File: config.mk
export PLATFORM = sky130hd
export DESIGN_NAME = uart_rx
export DESIGN_NICKNAME = d
export VERILOG_FILES = /design/src/rtl/uart_rx_pkg.sv /design/src/rtl/uart_sync.sv /design/src/rtl/uart_rx.sv
export SDC_FILE = /design/constraint.sdc
export NUM_CORES = 1
export LEC_CHECK = 0
export ABC_AREA = 0
export BUFFER_PORTS_ARGS = -buffer_cell sky130_fd_sc_hd__buf_4
export CAP_MARGIN = 20
export CORE_UTILIZATION = 39
export CTS_CLUSTER_DIAMETER = 40
export DETAILED_ROUTE_END_ITERATION = 8
export PLACE_DENSITY = 0.67
export SYNTH_ARGS = -nofsm -noshare
export SYNTH_HDL_FRONTEND = slang
export SYNTH_SLANG_ARGS = --single-unit
File: constraint.sdc
create_clock -name clk -period 1.9 [get_ports clk]
set_input_delay 0.285 -clock clk [delete_from_list [all_inputs] [get_ports clk]]
set_output_delay 0.285 -clock clk [all_outputs]
set_load 0.02 [all_outputs]
File: src/rtl/uart_rx_pkg.sv
// Shared UART receive definitions: default bit period and receiver FSM encoding.
package uart_rx_pkg;
   localparam int BAUD_DIV_DEF = 5208;

   typedef enum logic [1:0] {
      IDLE  = 2'd0,
      START = 2'd1,
      DATA  = 2'd2,
      STOP  = 2'd3
   } rx_state_e;
endpackage

File: src/rtl/uart_sync.sv
// Two-flop synchronizer for an asynchronous input; reset value selectable per use.
module uart_sync #(
   parameter logic RST_VAL = 1'b1
) (
   input  logic clk,
   input  logic rst_n,
   input  logic d,
   output logic q
);
   logic meta;

   always_ff @(posedge clk or negedge rst_n) begin
      if (!rst_n) begin
         meta <= RST_VAL;
         q    <= RST_VAL;
      end else begin
         meta <= d;
         q    <= meta;
      end
   end
endmodule

File: src/rtl/uart_rx.sv
// 8N1 UART receiver: mid-bit sampling, LSB-first assembly, valid/ready output register,
// framing-error and overrun pulses.
module uart_rx
   import uart_rx_pkg::*;
#(
   parameter int BAUD_DIV = BAUD_DIV_DEF
) (
   input  logic       clk,
   input  logic       rst_n,
   input  logic       rx_in,
   output logic [7:0] rx_data,
   output logic       rx_valid,
   input  logic       rx_ready,
   output logic       frame_err,
   output logic       overrun,
   output logic       busy
);
   localparam int HALF_DIV = BAUD_DIV / 2;
   localparam int CW       = $clog2(BAUD_DIV);
   localparam logic [CW-1:0] HALF_LIM = CW'(HALF_DIV - 1);
   localparam logic [CW-1:0] FULL_LIM = CW'(BAUD_DIV - 1);

   rx_state_e     state;
   logic          rx_s;
   logic          rx_d;
   logic [CW-1:0] baud_cnt;
   logic [2:0]    bit_idx;
   logic [7:0]    shift_reg;
   logic          fall;

   uart_sync #(.RST_VAL(1'b1)) u_sync (
      .clk   (clk),
      .rst_n (rst_n),
      .d     (rx_in),
      .q     (rx_s)
   );

   assign fall = rx_d & ~rx_s;
   assign busy = (state != IDLE);

   always_ff @(posedge clk or negedge rst_n) begin
      if (!rst_n) begin
         state     <= IDLE;
         rx_d      <= 1'b1;
         baud_cnt  <= '0;
         bit_idx   <= '0;
         shift_reg <= '0;
         rx_data   <= '0;
         rx_valid  <= 1'b0;
         frame_err <= 1'b0;
         overrun   <= 1'b0;
      end else begin
         rx_d      <= rx_s;
         frame_err <= 1'b0;
         overrun   <= 1'b0;
         // a load in STOP below overrides this clear on the same edge
         if (rx_valid && rx_ready)
            rx_valid <= 1'b0;

         case (state)
            IDLE: begin
               baud_cnt <= '0;
               if (fall)
                  state <= START;
            end
            START: begin
               if (baud_cnt == HALF_LIM) begin
                  baud_cnt <= '0;
                  bit_idx  <= '0;
                  state    <= rx_s ? IDLE : DATA;
               end else begin
                  baud_cnt <= baud_cnt + CW'(1);
               end
            end
            DATA: begin
               if (baud_cnt == FULL_LIM) begin
                  baud_cnt           <= '0;
                  shift_reg[bit_idx] <= rx_s;
                  if (bit_idx == 3'd7)
                     state <= STOP;
                  else
                     bit_idx <= bit_idx + 3'd1;
               end else begin
                  baud_cnt <= baud_cnt + CW'(1);
               end
            end
            STOP: begin
               // leave at mid-stop-bit so a back-to-back start edge is not missed
               if (baud_cnt == FULL_LIM) begin
                  baud_cnt <= '0;
                  state    <= IDLE;
                  if (!rx_s) begin
                     frame_err <= 1'b1;
                  end else if (rx_valid && !rx_ready) begin
                     overrun <= 1'b1;
                  end else begin
                     rx_data  <= shift_reg;
                     rx_valid <= 1'b1;
                  end
               end else begin
                  baud_cnt <= baud_cnt + CW'(1);
               end
            end
            default: state <= IDLE;
         endcase
      end
   end
endmodule

==> results of run 1 <==
[kinds of logic after synthesis]
kind of cell | after synthesis
buf+inv | 8
flops | 40
compound gates | 4
fa+ha+maj | 3
mux | 19
simple gates | 74
xor+xnor | 11
[per-layer routing]
metal,up-vias,GRT usage,routed length (um)
li1,618,-,-
met1,662,0.201,1630
met2,24,0.263,1830
met3,5,0.0506,133
met4,0,0.0578,52
met5,-,0,0
[path summary, 6_finish.rpt]
path / from / to / depth (start not counted)
setup / recovery: baud_cnt[0]$_DFF_PN0_ / shift_reg[7]$_DFFE_PN0P_ / 5
hold / removal: rx_in / u_sync.meta$_DFF_PN1_ / 1
setup reg to reg: baud_cnt[0]$_DFF_PN0_ / shift_reg[7]$_DFFE_PN0P_ / 5
hold reg to reg: u_sync.meta$_DFF_PN1_ / u_sync.q$_DFF_PN1_ / 0
max in group asynchronous: rst_n / u_sync.q$_DFF_PN1_ / 2
min in group asynchronous: rst_n / rx_data[2]$_DFFE_PN0P_ / 2
[critical path, cell delays in order (launching register included)]
cell and delay (ps):
dfrtp_1 420, ha_2 220, nor3b_4 260, nand4_2 170
or3_4 400, mux2_4 300
[metrics by stage]
step / setup TNS [ps] / total power (W)
6_report: 0 / 0.00196
5_1_grt: -236 / 0.00206
4_1_cts: 0 / 0.00196
3_5_place_dp: 0 / 0.00124
3_3_place_gp: 0 / 0.00123
2_1_floorplan: 0 / 0.00114
[Yosys cell counts (all sizes together), types with 4 or more instances]
| cell type | count | area (um2) |
|---|---|---|
| mux2 | 16 | 184 |
| nand2 | 6 | 22.5 |
| nor2b | 5 | 31.3 |
| xnor2 | 4 | 35.0 |
| nand3 | 11 | 60.1 |
| xor2 | 7 | 61.3 |
| nor3 | 4 | 20.0 |
| nor2 | 16 | 60.1 |
| nand4 | 11 | 75.1 |
| and3 | 6 | 40.0 |
| dfrtp | 37 | 926 |
[layout make-up]
type                            instances  area [um2]
Timing Repair Buffer                   27         205
Inverter                                3        11.3
Sequential cell                        40        1000
Tap cell                               52        65.1
Clock buffer                            5        68.8
Clock inverter                          3        46.3
Fill cell                             392        2240
Multi-Input combinational cell        111         833
[power by group through the flow]
stage | Clock [W] | Combinational (W) | Sequential [W]
floorplan | 0 | 0.000159 | 0.000983
global placement | 0 | 0.000241 | 0.000989
detailed placement | 0 | 0.000251 | 0.000993
CTS | 0.000721 | 0.000258 | 0.000977
global route | 0.000767 | 0.000309 | 0.000987
finish | 0.000703 | 0.000273 | 0.000979
[repair_timing]
item | CTS | global route
pin swaps | 0 | 1
buffers inserted | 0 | 4
endpoints found under the hold margin | 37 | 0
gates cloned | 0 | 0
setup endpoints to repair | 8 | 18
gates resized for setup | 1 | 2
hold buffers | 1 | 0
==> impl_metrics.yaml, run 1 <==
yosys:
  synth_top_family_by_area: "simple AND/OR/NAND/NOR gates"
  synthCells: 159
  async_reset_ff_frac: 1.00
  synth_edf_count: 0
  synth_adder_area_share: 0.0200
  synth_compound_area_frac: 0.0140
  ys_types: 37
  synthMuxAreaShare: 0.114
  ys.flop_type: "dfrtp_1"
  syn_area_per_cell_um2: 11.8
  syn_area_um2: 1870
  synthSimpleGateAreaFrac: 0.237
  yosysSeqAreaShare: 0.536
  synth_xor_xnor_area_share: 0.0514
  synth_nets: 166
  synth_seq_cells: 40
  synth_warnings: 0
clock_tree:
  htreeDepth: 2
  cts.path.max_buffers: 2
  cts_tree: "yes"
  cts_inserted_buffers: 5
  path_clk_slew_ps: 80
  worstSkewPairLatency_ps: 300
  clock-root-buffer: "clkbuf_8"
  cts_sinks: 40
layout:
  diodes: 0
  final_common_cell: "dfrtp_1"
  area_delta_synth_final_pct: 19.2
  largest_reg_flops: 13
  final_cell_mix: "dfrtp_1 (37), buf_4 (26), nor2_1 (16)"
  utilization: 0.499
  final_cells: 241
  drive_above_1_share: 0.344
  post-route-cell-area_um2: 2230
  nets: 195
status:
  status: "complete, but fails checks"
  violations: "design-rule violations"
sta:
  fin_worst_skew_ps: 7.78
  final.min_clock_period_ps: 1880
  fmax_ghz: 0.533
  rsz0062_at_grt: "yes"
  hold_ws_ps: 94.6
  maxSlewViolCount: 0
  worst_pin_slew_ps: 493
  finalWorstSetupSlack_ps: 23.5
  hold_violations: 0
  relSlewSlack: 0.671
  setup_viol: 0
  period_share: 0.988
power:
  ir_drop_mv: 0.564
  switchingPower_w: 0.000510
  pwr-share-seq: 0.501
  power_leakage_nw: 1.09
  swShare: 0.261
  internal_power_w: 0.00145
  comb_power_share: 0.140
  clkPwrFrac: 0.360
  power_density_nw_per_um2: 875
floorplan:
  boundaryPins: 16
  die_h_um: 71.3
  die-width_um: 71.3
  num_rows: 24
  die-area_um2: 5090
  core_area_um2: 4470
  initial_core_util: 0.419
global_routing:
  grt-ovfl-total: 0
  track_usage: 0.161
  grt_max_degree: 41
  grt_pass1_wl_um: 6220
  antenna_found_initial: 0
  grt_pass1_vias: 1316
place:
  dp.cells: 228
  place_area_um2: 2060
  place_ws_ps: 4.95
  detailed_place_hpwl_um: 2530
  gp_congestion: 0.813
  port-buffer-count: 15
routing:
  wl_per_cell_um: 15.1
  drt-initial-drc-count: 40
  dr.pass1.iters: 6
  ant_nets: 0
  wirelength_um: 3640
  routed_via_density: 5.43
  drc: 2
  vias: 1309
critical_path:
  cp_max_fo: 5
  cp-start-kind: "register"
  end_kind: "register"
  arrival_ps: 2070
  crit_required_ps: 2090
  reg2reg_slack_ps: 20
  critical_path_class: "reg -> reg"
run:
  max-cap-violations: 0
hold_path:
  min_path_type: "in -> reg"
(Power assumes the default switching activity.)
==> run 2: changes to the inputs <==
--- a/config.mk
+++ b/config.mk
@@ -10,8 +10,11 @@
 export CAP_MARGIN = 20
 export CORE_UTILIZATION = 39
 export CTS_CLUSTER_DIAMETER = 40
+export CTS_CLUSTER_SIZE = 16
 export DETAILED_ROUTE_END_ITERATION = 8
+export GPL_ROUTABILITY_DRIVEN = 0
 export PLACE_DENSITY = 0.67
+export SETUP_SLACK_MARGIN = 0.05
 export SYNTH_ARGS = -nofsm -noshare
 export SYNTH_HDL_FRONTEND = slang
 export SYNTH_SLANG_ARGS = --single-unit
==> impl_metrics.yaml, run 2 (synthesized netlist as in run 1, its figures left out) <==
sta:
  setup_viol: 0
  fmax_ghz: 0.551
  period_share: 0.955
  fin_worst_skew_ps: 6.11
  final.min_clock_period_ps: 1810
  hold_ws_ps: 93.2
  worst_pin_slew_ps: 500
  fin_setup_tns_ps: 0
  rsz0062_at_grt: "no"
  relSlewSlack: 0.666
  maxSlewViolCount: 0
  hold_violations: 0
layout:
  area_delta_synth_final_pct: 20.5
  diodes: 0
  nets: 198
  largest_reg_flops: 13
  multi_input_area_um2: 835
  fillers: 395
  final_common_cell: "dfrtp_1"
  ff_latch_area_um2: 1000
  drive_above_1_share: 0.354
  post-route-cell-area_um2: 2260
  final_cell_mix: "dfrtp_1 (37), buf_4 (28), nor2_1 (16)"
global_routing:
  met2_usage: 0.269
  grt_util_met1: 0.201
  grt-ovfl-total: 0
  use_met3: 0.0520
  grt_pass1_vias: 1346
  grt_pass1_wl_um: 6310
  grt_max_degree: 41
  antenna_found_initial: 0
  track_usage: 0.163
  top_usage_layer: "met2"
place:
  place_area_um2: 2060
  detailed_place_hpwl_um: 2530
  port-buffer-count: 15
floorplan:
  initial_core_util: 0.419
  die-width_um: 71.3
  num_rows: 24
  core_area_um2: 4470
  boundaryPins: 16
  die-area_um2: 5090
  die_h_um: 71.3
clock_tree:
  cts_sinks: 40
  path_clk_slew_ps: 80
  cts_tree: "yes"
  worstSkewPairLatency_ps: 300
  htreeDepth: 2
  cts.path.max_buffers: 2
  clock-root-buffer: "clkbuf_8"
  cts_inserted_buffers: 5
power:
  ir_drop_mv: 0.546
  power_density_nw_per_um2: 893
  power_leakage_nw: 1.10
  power_w: 0.00202
routing:
  drc: 2
  drt-initial-drc-count: 51
  wirelength_um: 3770
  ant_nets: 0
  dr.pass1.iters: 6
  wl_per_cell_um: 15.4
  vias: 1332
  routed_via_density: 5.46
critical_path:
  r2r.worst_path.cells: 5
  arrival_ps: 2000
  critical_path_class: "reg -> reg"
  crit_required_ps: 2090
  cp_max_fo: 4
  cp-start-kind: "register"
  end_kind: "register"
  reg2reg_slack_ps: 90
run:
  max-cap-violations: 0
hold_path:
  hold_depth: 1
  min_path_type: "in -> reg"
status:
  violations: "design-rule violations"
  status: "complete, but fails checks"
## run 2: cell count changes in the layout (fill, tap and decap cells not counted), sizes merged
cell,previous run,this run
clkbuf,5,6
buf,26,28
## run 2: final cells by class
type                       count  area share
clock buffer                   5      0.0305
clock inverter                 3      0.0205
inverter                       3     0.00499
multi-input combinational    111       0.370
sequential                    40       0.445
tap                           52      0.0288
timing repair buffer          30       0.101
## run 2: power by group
group          internal, W  switching, W  total [W]
Combinational     0.000180      0.000165   0.000345
Clock             0.000395      0.000310   0.000706
Sequential        0.000911     0.0000564   0.000967
## run 2: timing repair
item                                   CTS  global route
pin swaps                                0             1
hold buffers                             1             0
buffers inserted                         3             3
endpoints found under the hold margin   37             0
gates cloned                             0             1
resized for setup                        1             5
setup endpoints to repair                9            14
## run 2: path summary, 6_finish.rpt
path                                            start                        to
min in group asynchronous                       rst_n    rx_data[2]$_DFFE_PN0P_
worst min register to register  u_sync.meta$_DFF_PN1_        u_sync.q$_DFF_PN1_
worst min-delay path                            rx_in     u_sync.meta$_DFF_PN1_
max in group asynchronous                       rst_n        u_sync.q$_DFF_PN1_
worst max-delay path            baud_cnt[1]$_DFF_PN0_  shift_reg[7]$_DFFE_PN0P_
worst max register to register  baud_cnt[1]$_DFF_PN0_  shift_reg[7]$_DFFE_PN0P_
## run 2: stage by stage
step	util	cells	setup slack, ps
6_report	0.505	244	85.5
5_1_grt	0.505	244	35.1
4_1_cts	0.496	240	94.5
3_5_place_dp	0.461	228	4.95
3_3_place_gp	0.461	228	130
2_1_floorplan	-	159	128
## run 2: worst max-delay path: stages (launching register included)
cell and delay (ps):
dfrtp_1 370, ha_2 200, nor3b_4 250, nand4_2 180, or3_1 400, mux2_4 300
## run 2: routing by layer
metal | part of all wire | wire length [um]
met5 | 0 | 0
met1 | 0.46 | 1720
met4 | 0.014 | 51
met3 | 0.040 | 149
met2 | 0.49 | 1850
==> run 3: changes to the inputs <==
--- a/config.mk
+++ b/config.mk
@@ -8,12 +8,12 @@
 export ABC_AREA = 0
 export BUFFER_PORTS_ARGS = -buffer_cell sky130_fd_sc_hd__buf_4
 export CAP_MARGIN = 20
-export CORE_UTILIZATION = 39
+export CORE_UTILIZATION = 52
 export CTS_CLUSTER_DIAMETER = 40
 export CTS_CLUSTER_SIZE = 16
 export DETAILED_ROUTE_END_ITERATION = 8
 export GPL_ROUTABILITY_DRIVEN = 0
-export PLACE_DENSITY = 0.67
+export PLACE_DENSITY = 0.83
 export SETUP_SLACK_MARGIN = 0.05
 export SYNTH_ARGS = -nofsm -noshare
 export SYNTH_HDL_FRONTEND = slang
==> impl_metrics.yaml, run 3 (synthesized netlist as in run 1, its figures left out) <==
place:
  port-buffer-count: 15
  dp.cells: 220
  detailed_place_hpwl_um: 2350
critical_path:
  cp_max_fo: 5
  critical_path_class: "reg -> reg"
  cp-start-kind: "register"
  arrival_ps: 2060
  crit_required_ps: 2130
  end_kind: "register"
floorplan:
  initial_core_util: 0.553
  die_h_um: 62.0
  num_rows: 21
  die-width_um: 62.0
  boundaryPins: 16
  die-area_um2: 3850
  core_area_um2: 3390
layout:
  fillers: 267
  area_delta_synth_final_pct: 15.6
  largest_reg_flops: 13
  final_common_cell: "dfrtp_1"
  final_cells: 234
  ff_latch_area_um2: 1000
  multi_input_area_um2: 840
  diodes: 0
  final_cell_mix: "dfrtp_1 (37), buf_4 (24), nor2_1 (16)"
  drive_above_1_share: 0.335
  nets: 194
clock_tree:
  cts_sinks: 40
  cts_inserted_buffers: 5
  clock-root-buffer: "clkbuf_4"
  cts.path.max_buffers: 2
  worstSkewPairLatency_ps: 340
  cts_tree: "yes"
  path_clk_slew_ps: 120
  htreeDepth: 2
run:
  max-cap-violations: 0
global_routing:
  grt-ovfl-total: 0
  track_usage: 0.204
  antenna_found_initial: 0
  grt_max_degree: 41
  grt_pass1_wl_um: 5530
  grt_pass1_vias: 1174
routing:
  wl_per_cell_um: 14.5
  vias: 1291
  ant_nets: 0
  dr.pass1.iters: 4
  drt-initial-drc-count: 58
  drc: 0
  wirelength_um: 3390
  routed_via_density: 5.52
power:
  power_density_nw_per_um2: 779
  power_leakage_nw: 1.06
  ir_drop_mv: 0.539
sta:
  rsz0062_at_grt: "yes"
  hold_violations: 0
  period_share: 0.964
  maxSlewViolCount: 0
  hold_ws_ps: 46.1
  relSlewSlack: 0.686
  fmax_ghz: 0.546
  setup_viol: 0
  fin_worst_skew_ps: 9.15
  worst_pin_slew_ps: 471
  final.min_clock_period_ps: 1830
status:
  status: "complete, no violations"
hold_path:
  min_path_type: "in -> reg"
==> run 3: worst max-delay path: stages (launching register included) <==
cell and delay (ps):
dfrtp_1 440, ha_2 210, nor3b_4 230, nand4_2 170
or3_4 360, mux2_4 300
==> run 3: cell type report <==
type                       count  share of cell area
multi-input combinational    111               0.387
clock buffer                   8              0.0271
sequential                    40               0.464
inverter                       3             0.00520
tap                           46              0.0266
timing repair buffer          26              0.0901
==> run 3: path summary, 6_finish.rpt <==
kind | to | from | cells past startpoint | slack (ps)
worst max-delay path | shift_reg[7]$_DFFE_PN0P_ | baud_cnt[0]$_DFF_PN0_ | 5 | 70
worst min-delay path | u_sync.meta$_DFF_PN1_ | rx_in | 1 | 50
worst max register to register | shift_reg[7]$_DFFE_PN0P_ | baud_cnt[0]$_DFF_PN0_ | 5 | 70
worst min register to register | u_sync.q$_DFF_PN1_ | u_sync.meta$_DFF_PN1_ | 0 | 360
max in group asynchronous | rx_d$_DFF_PN1_ | rst_n | 2 | 1120
min in group asynchronous | baud_cnt[9]$_DFF_PN0_ | rst_n | 2 | 430
==> run 3: what timing repair did <==
item / 4_1_cts / 5_1_grt
gates cloned: 0 / 1
setup endpoints to repair: 8 / 31
hold buffers: 1 / 0
gates resized for setup: 1 / 4
setup buffers: 0 / 4
hold endpoints to repair: 37 / 0
pin swaps: 0 / 4
==> run 3: routing by layer <==
metal | vias to the layer above | share of wire | wire length [um] | track usage
met4 | 0 | 0.0077 | 26 | 0.0571
met2 | 27 | 0.50 | 1700 | 0.327
met3 | 4 | 0.040 | 135 | 0.0745
met1 | 639 | 0.45 | 1520 | 0.261
met5 | - | 0 | 0 | 0
li1 | 621 | - | - | -
==> run 3: per-stage QoR <==
stage	area, um2	util	setup slack [ps]	power [W]	setup TNS (ps)
after global routing	2170	0.639	-33.2	0.00178	-83.1
after global placement	2040	0.602	151	0.00121	0
final	2170	0.639	69.1	0.00169	0
after CTS	2120	0.625	58.3	0.00167	0
after detailed placement	2040	0.602	65.0	0.00123	0
after floorplan	1870	-	128	0.00114	0
==> run 3: power breakdown <==
part	leakage (nW)	internal, W	switching (W)
clock	0.0326	0.000183	0.000261
combinational	0.493	0.000130	0.000117
sequential	0.538	0.000911	0.0000861
